### config.mk
export PLATFORM = sky130hd
export DESIGN_NAME = seg7_scan_arbiter
export DESIGN_NICKNAME = d
export VERILOG_FILES = /design/src/rtl/seg7_scan_arbiter.sv
export SDC_FILE = /design/constraint.sdc
export NUM_CORES = 1
export LEC_CHECK = 0
export CAP_MARGIN = 0
export CORE_ASPECT_RATIO = 0.8
export CORE_MARGIN = 10
export CORE_UTILIZATION = 35
export CTS_CLUSTER_SIZE = 20
export DETAILED_ROUTE_END_ITERATION = 8
export GPL_TIMING_DRIVEN = 1
export PLACE_DENSITY = 0.7
export SETUP_SLACK_MARGIN = 0.3
export SKIP_LAST_GASP = 1
export SLEW_MARGIN = 25
export SYNTH_ARGS = -nofsm -noshare
export SYNTH_HDL_FRONTEND = slang
export SYNTH_SLANG_ARGS = --single-unit
export TNS_END_PERCENT = 20
### constraint.sdc
create_clock -name clk -period 2.7 [get_ports clk]
set_input_delay 0.54 -clock clk [delete_from_list [all_inputs] [get_ports clk]]
set_output_delay 0.54 -clock clk [all_outputs]
set_load 0.02 [all_outputs]
### src/rtl/seg7_scan_arbiter.sv
// seg7_scan_arbiter: time-multiplexed scan controller for a 4-digit active-low
// 7-segment display, shared between source A (default owner) and source B
// (granted on request, switched only on frame boundaries). Adds per-digit
// blinking, a blank dead-time cycle at the start of every digit slot, and a
// once-per-frame pulse.
//
// Ports:
//   clk        - system clock
//   rst        - synchronous active-low reset
//   en         - scan enable; 0 blanks the display and freezes all state
//   pat_a      - source A patterns, active-low, digit k at [7k+6:7k]
//   pat_b      - source B patterns, same format
//   req_b      - level request for display ownership by B
//   grant_b    - 1 while B owns the display
//   blink_mask - bit k=1 makes digit k blink
//   DIGIT      - active-low one-hot anode select (registered)
//   DISPLAY    - active-low segments of the selected digit (registered)
//   frame_done - high in the last cycle of each enabled frame
module seg7_scan_arbiter #(
  parameter int unsigned SCAN_CYCLES     = 100000,
  parameter int unsigned BLINK_FRAMES    = 64,
  parameter int unsigned MIN_HOLD_FRAMES = 2
) (
  input  logic        clk,
  input  logic        rst,
  input  logic        en,
  input  logic [27:0] pat_a,
  input  logic [27:0] pat_b,
  input  logic        req_b,
  output logic        grant_b,
  input  logic [3:0]  blink_mask,
  output logic [3:0]  DIGIT,
  output logic [6:0]  DISPLAY,
  output logic        frame_done
);

  localparam int unsigned CNT_W  = $clog2(SCAN_CYCLES);
  localparam int unsigned FRM_W  = $clog2(BLINK_FRAMES + 1);
  localparam int unsigned HOLD_W = $clog2(MIN_HOLD_FRAMES + 1);

  localparam logic [3:0] DIGIT_OFF = 4'b1111;
  localparam logic [6:0] SEG_OFF   = 7'b1111111;

  typedef enum logic {
    OWN_A = 1'b0,
    OWN_B = 1'b1
  } own_t;

  logic [CNT_W-1:0]  slot_q, slot_d;
  logic [1:0]        idx_q, idx_d;
  logic [FRM_W-1:0]  frm_q, frm_d, frm_inc;
  logic              blink_q, blink_d;
  own_t              own_q, own_d;
  logic [HOLD_W-1:0] hold_q, hold_d;
  logic              slot_end, frame_end;
  logic [27:0]       pat_sel;
  logic [6:0]        seg;
  logic [3:0]        digit_d;
  logic [6:0]        display_d;

  // Slot/digit/frame counters and blink phase; all frozen while en=0.
  always_comb begin
    slot_d    = slot_q;
    idx_d     = idx_q;
    frm_d     = frm_q;
    blink_d   = blink_q;
    frm_inc   = frm_q + FRM_W'(1);
    slot_end  = (slot_q == CNT_W'(SCAN_CYCLES - 1));
    frame_end = en && slot_end && (idx_q == 2'd3);
    frame_done = rst && frame_end;
    if (en) begin
      if (slot_end) begin
        slot_d = '0;
        idx_d  = idx_q + 2'd1;
      end else begin
        slot_d = slot_q + CNT_W'(1);
      end
    end
    if (frame_end) begin
      if (frm_inc == FRM_W'(BLINK_FRAMES)) begin
        frm_d   = '0;
        blink_d = ~blink_q;
      end else begin
        frm_d = frm_inc;
      end
    end
  end

  // Ownership FSM; decisions are taken only at an enabled frame end.
  always_comb begin
    own_d  = own_q;
    hold_d = hold_q;
    if (frame_end) begin
      unique case (own_q)
        OWN_A: begin
          if (req_b) begin
            own_d  = OWN_B;
            hold_d = HOLD_W'(MIN_HOLD_FRAMES - 1);
          end
        end
        OWN_B: begin
          if (hold_q != '0) begin
            hold_d = hold_q - HOLD_W'(1);
          end else if (!req_b) begin
            own_d = OWN_A;
          end
        end
        default: own_d = OWN_A;
      endcase
    end
  end

  // Next display value is computed from the next scan position so the
  // registered outputs line up with the counters; slot position 0 is dead time.
  always_comb begin
    digit_d   = DIGIT_OFF;
    display_d = SEG_OFF;
    pat_sel   = (own_d == OWN_B) ? pat_b : pat_a;
    unique case (idx_d)
      2'd0:    seg = pat_sel[6:0];
      2'd1:    seg = pat_sel[13:7];
      2'd2:    seg = pat_sel[20:14];
      default: seg = pat_sel[27:21];
    endcase
    if (en && (slot_d != '0)) begin
      digit_d   = ~(4'b0001 << idx_d);
      display_d = (blink_d && blink_mask[idx_d]) ? SEG_OFF : seg;
    end
  end

  // State and output registers.
  always_ff @(posedge clk) begin
    if (!rst) begin
      slot_q  <= '0;
      idx_q   <= '0;
      frm_q   <= '0;
      blink_q <= 1'b0;
      own_q   <= OWN_A;
      hold_q  <= '0;
      grant_b <= 1'b0;
      DIGIT   <= DIGIT_OFF;
      DISPLAY <= SEG_OFF;
    end else begin
      slot_q  <= slot_d;
      idx_q   <= idx_d;
      frm_q   <= frm_d;
      blink_q <= blink_d;
      own_q   <= own_d;
      hold_q  <= hold_d;
      grant_b <= (own_d == OWN_B);
      DIGIT   <= digit_d;
      DISPLAY <= display_d;
    end
  end

endmodule

==> results.cfg, run 1 <==
[floorplan]
start_util_pct = 35.6
die_width_um = 120
die_h_um = 100
ioPinCount = 77
dieArea_um2 = 12000
num_rows = 29
core_area_um2 = 7870

[worst_setup_path]
r2r_end = DISPLAY[5]
path_buf_inv = 0
slowest_stage = or4_4
critPathArrivalTime_ns = 2.57
end_kind = flip-flop
crit_end = DISPLAY[5]
worst-path-stages = 7
r2r-start = slot_q[13]
critical_path.startpoint_type = flip-flop
startpoint = slot_q[13]
cp_cell_sequence = nor4_4 > and4_4 > a21oi_2 > a21boi_1 > or4_4 > a211oi_4 > nand3_1
crit_family = simple AND/OR/NAND/NOR gates
path_class = flip-flop to flip-flop
required_ns = 2.87
ff2ff_path_depth = 7
reg2reg_slack_ns = 0.30
cpPeakStageDelay_ns = 0.49
cp_max_fo = 7

[route]
wl_per_cell_um = 15.7
drt-total-wl_um = 8690
via_per_inst = 5.43
drcViolationCount = 0
drtIter0Drc = 174
num_vias = 3000
ant_nets = 0
dr.pass1.iters = 5

[yosys]
synth_edf_count = 0
netlist_area_um2 = 2800
synth_flop_cell = dfxtp_1
seq_area_frac_synth_pct = 29.3
syn-num-nets = 421
synth_top_cell_by_area = dfxtp_1
synth_cell_types = 51
yosysMostFrequentCell = dfxtp_1
synth_cells = 353
yosys_warnings = 0
syn_avg_cell_area_um2 = 7.93
ys_ff_latch = 41
synth_common_cells = dfxtp_1, nand2_1, nor2_1, a221oi_1, o21ai_0
synthArstFlopShare_pct = 0
yosys-top-cells-area = dfxtp_1, a221oi_1, mux2i_1
yosysTopAreaCellShare_pct = 29.3

[global_route]
grt_pass1_vias = 2796
overflow = 0
track_usage_pct = 13.7
grt_first_pass_wirelength_um = 13800
grt_max_degree = 31
antenna_found_initial = 0

[clock_tree]
cts_buffers = 5
cts_buffer_depth = 2
clk_latency_ns = 0.30
h-tree-depth = 2
clk_pin_slew_ns = 0.08
cts_tree = built
clock-sinks = 41
clock_tree.root_cell = clkbuf_8

[timing]
finalSetupViolations = 0
fin_tns_setup_ns = 0
grt_setup_unrepaired = true
maxSlewViolCount = 0
worst_slew_pin_slew_ns = 0.786
min_period_over_period_pct = 88.7
fin_crit_ns = 2.40
relSlewSlack_pct = 47.4
fmax_ghz = 0.417
finalHoldViolCount = 0
holdWs_ns = 0.510
layout_setup_ws_ns = 0.304
skew_ns = 0.00894

[run_status]
status = complete, no violations

[placement]
pre_cts_slack_ns = -0.0645
port_buffers = 76
place_hpwl_um = 6740
globalplace.congestion = 0.888
placed_cell_area_um2 = 3860

[worst_hold_path]
hp-class = flip-flop to flip-flop

[pwr]
power_density_nw_per_um2 = 301
peakVddDrop_uv = 171
leakagePower_nw = 1.41

[flow_run]
drv_cap = 0

[cells_and_area]
drive_gt1_share_pct = 14.4
antennaDiodeCount = 0
fillCellCount = 768
final_nets = 511
stdcell_area_um2 = 4020
utilization_pct = 51.0
syn_to_final_growth_pct = 43.4
## kinds of logic after synthesis
family / Yosys count / share of synthesized area, %
AO/OA/AOI/OAI: 93 / 24.4
adder cells (fa/ha/maj): 4 / 1.79
XOR/XNOR: 21 / 6.57
AND/OR/NAND/NOR: 141 / 26.2
multiplexers: 17 / 6.12
buffers and inverters: 36 / 5.54
flip-flops: 41 / 29.3
## state kept, by name (all words and copies together) (netlist names)
signal,count
DIGIT,4
DISPLAY,7
blink_q,1
frm_q,7
hold_q,2
idx_q,2
own_q,1
slot_q,17
## metal layers
metal  up-vias  global-route usage (%)  wire, um
met5         -                       0         0
met3        12                    3.53       481
met1      1416                    17.6      3960
met4         0                    3.52       131
li1       1488                       -         -
met2        84                    22.3      4120
## area by class of cell
type                    instances  area, um^2  area share (%)
flip-flops and latches         41         828            20.6
multi-input cells             276        1890            47.0
clock inverters                 3        17.5           0.436
clock buffers                   5        68.8            1.71
inverters                       8        30.0           0.748
well taps                     108         135            3.36
repair buffers                111        1050            26.1
## how the worst min path moves through the flow
stage	startpoint	endpoint	depth (start not counted)
floorplan	hold_q[1]	hold_q[1]	2
global placement	hold_q[1]	hold_q[1]	2
detailed placement	own_q	hold_q[0]	1
CTS	slot_q[1]	slot_q[1]	2
global route	hold_q[1]	hold_q[1]	2
finish	hold_q[1]	hold_q[1]	2
## where the power goes
part	internal [W]	leakage [nW]	switching (W)
combinational	0.000124	1.03	0.0000691
sequential	0.000611	0.334	0.00000502
clock	0.000179	0.0439	0.000222
## layout by cell type (no fill, tap or decap), types with 7 or more instances in the layout
master	synthesis	routed
a21boi_0	9	9
a21oi_1	7	7
a221oi_1	28	28
and2_1	8	8
buf_4	1	33
clkdlybuf4s50_1	0	74
dfxtp_1	41	37
inv_1	8	8
mux2i_1	16	16
nand2_1	40	40
nand3_1	19	19
nor2_1	30	30
o21ai_0	24	24
o22a_1	7	7
xnor2_1	15	15
## timing repair
| item | CTS | global route |
|---|---|---|
| resized for setup | 11 | 9 |
| setup endpoints to repair | 12 | 13 |
| hold buffers | 0 | 0 |
| setup buffers | 0 | 1 |
| pin swaps | 1 | 7 |
| gates cloned | 0 | 0 |
## per-stage QoR
stage                     total power [W]  std cells
after detailed placement         0.000819        543
after floorplan                  0.000687        353
after global placement           0.000815        543
after global routing              0.00127        552
after CTS                         0.00122        551
final                             0.00121        552
## worst register-to-register path, cell delays in order (launching register included)
cell and delay [ns]:
dfxtp_2 0.36, nor4_4 0.38, and4_4 0.33, a21oi_2 0.07, a21boi_1 0.13, or4_4 0.49, a211oi_4 0.39, nand3_1 0.12
Note: power is estimated with default switching activity, not from simulation.
==> run 2: changes to the inputs <==
--- a/config.mk
+++ b/config.mk
@@ -19,4 +19,4 @@
 export SYNTH_ARGS = -nofsm -noshare
 export SYNTH_HDL_FRONTEND = slang
 export SYNTH_SLANG_ARGS = --single-unit
-export TNS_END_PERCENT = 20
+export TNS_END_PERCENT = 30
==> results.cfg, run 2 (synthesis results as in run 1) <==
[run_status]
status = complete, no violations

[clock_tree]
clk_pin_slew_ns = 0.08
clock-sinks = 41
cts_buffers = 5
clk_latency_ns = 0.30
cts_buffer_depth = 2
cts_tree = built
clock_tree.root_cell = clkbuf_8
h-tree-depth = 2
cts_hold_buf = 0

[worst_hold_path]
hp-class = flip-flop to flip-flop

[route]
drt-total-wl_um = 8700
wl_per_cell_um = 15.8
dr.pass1.iters = 4
via_per_inst = 5.43
drtIter0Drc = 185
num_vias = 2995
ant_nets = 0
drcViolationCount = 0

[floorplan]
core_area_um2 = 7870
ioPinCount = 77
num_rows = 29
die_h_um = 100
start_util_pct = 35.6
die_width_um = 120
dieArea_um2 = 12000

[worst_setup_path]
critPathArrivalTime_ns = 2.56
cp_max_fo = 7
end_kind = flip-flop
required_ns = 2.87
path_class = flip-flop to flip-flop
critical_path.startpoint_type = flip-flop

[placement]
pre_cts_slack_ns = -0.0645
port_buffers = 76
globalplace.congestion = 0.888
place_hpwl_um = 6740

[global_route]
overflow = 0
grt_pass1_vias = 2796
track_usage_pct = 13.7
antenna_found_initial = 0
grt_first_pass_wirelength_um = 13800
grt_max_degree = 31

[pwr]
netSwitchingPower_w = 0.000296
switching_share_pct = 24.5
leakagePower_nw = 1.41
p_int_w = 0.000914
peakVddDrop_uv = 171
power_density_nw_per_um2 = 301
pwr-share-comb_pct = 15.9
seq_power_share_pct = 51.0
pwr-share-clk_pct = 33.1

[cells_and_area]
final_nets = 511
utilization_pct = 51.0
regMostFlops = slot_q
drive_gt1_share_pct = 14.4
reg_top3 = slot_q: 17 flops, DISPLAY: 7 flops, frm_q: 7 flops
largest_reg_flops = 17
syn_to_final_growth_pct = 43.4
final_common_cell = clkdlybuf4s50_1
antennaDiodeCount = 0
final_cell_mix = clkdlybuf4s50_1, nand2_1, dfxtp_1
fillCellCount = 768

[timing]
min_period_over_period_pct = 88.6
relSlewSlack_pct = 47.6
worst_slew_pin_slew_ns = 0.783
fmax_ghz = 0.418
skew_ns = 0.00854
finalSetupViolations = 0
maxSlewViolCount = 0
finalHoldViolCount = 0
grt_setup_unrepaired = true
fin_crit_ns = 2.39
layout_setup_ws_ns = 0.309

[flow_run]
drv_cap = 0
run 2: cell counts in the layout (fill, tap and decap cells not counted):
Identical to the previous run, type by type.
run 2: timing repair:
item,CTS,global route
pin swaps,1,7
setup buffers,0,1
resized for setup,11,9
endpoints found under the setup margin,12,13
run 2: layout make-up:
type / count / area [um^2] / area share (%)
multi-input cells: 276 / 1890 / 47.0
repair buffers: 111 / 1050 / 26.1
flip-flops and latches: 41 / 828 / 20.6
inverters: 8 / 30.0 / 0.748
well taps: 108 / 135 / 3.36
clock buffers: 5 / 68.8 / 1.71
clock inverters: 3 / 17.5 / 0.436
run 2: critical path, stage by stage (launching register included):
cell      delay, ns
dfxtp_2        0.36
nor4_4         0.38
and4_4         0.33
a21oi_2        0.07
a21boi_1       0.13
or4_4          0.49
a211oi_4       0.39
nand3_1        0.11
run 2: worst paths after layout:
| kind | to | depth (start not counted) | slack, ns | from |
|---|---|---|---|---|
| min | hold_q[1] | 2 | 0.51 | hold_q[1] |
| max reg2reg | DISPLAY[2] | 7 | 0.31 | slot_q[13] |
| min reg2reg | hold_q[1] | 2 | 0.51 | hold_q[1] |
| max | DISPLAY[2] | 7 | 0.31 | slot_q[13] |
run 2: through the flow:
step           hold WS (ns)  area (um^2)  cells  power (W)  TNS [ns]
5_1_grt               0.549         4020    552    0.00127         0
3_3_place_gp          0.482         3860    543   0.000815    -0.696
3_5_place_dp          0.500         3860    543   0.000819    -0.478
2_1_floorplan         0.471         2800    353   0.000687         0
6_report              0.510         4020    552    0.00121         0
4_1_cts               0.516         3970    551    0.00122         0
run 2: power by group through the flow:
stage	Combinational, W	Clock (W)	Sequential [W]
floorplan	0.0000517	0	0.000636
global placement	0.000185	0	0.000630
detailed placement	0.000189	0	0.000630
CTS	0.000189	0.000416	0.000616
global route	0.000207	0.000444	0.000618
finish	0.000193	0.000400	0.000616
run 2: layer usage:
| metal | vias up | global-route usage [%] | routed length (um) |
|---|---|---|---|
| met1 | 1412 | 17.6 | 3920 |
| met5 | - | 0 | 0 |
| met2 | 88 | 22.3 | 4110 |
| li1 | 1485 | - | - |
| met3 | 10 | 3.53 | 533 |
| met4 | 0 | 3.52 | 128 |
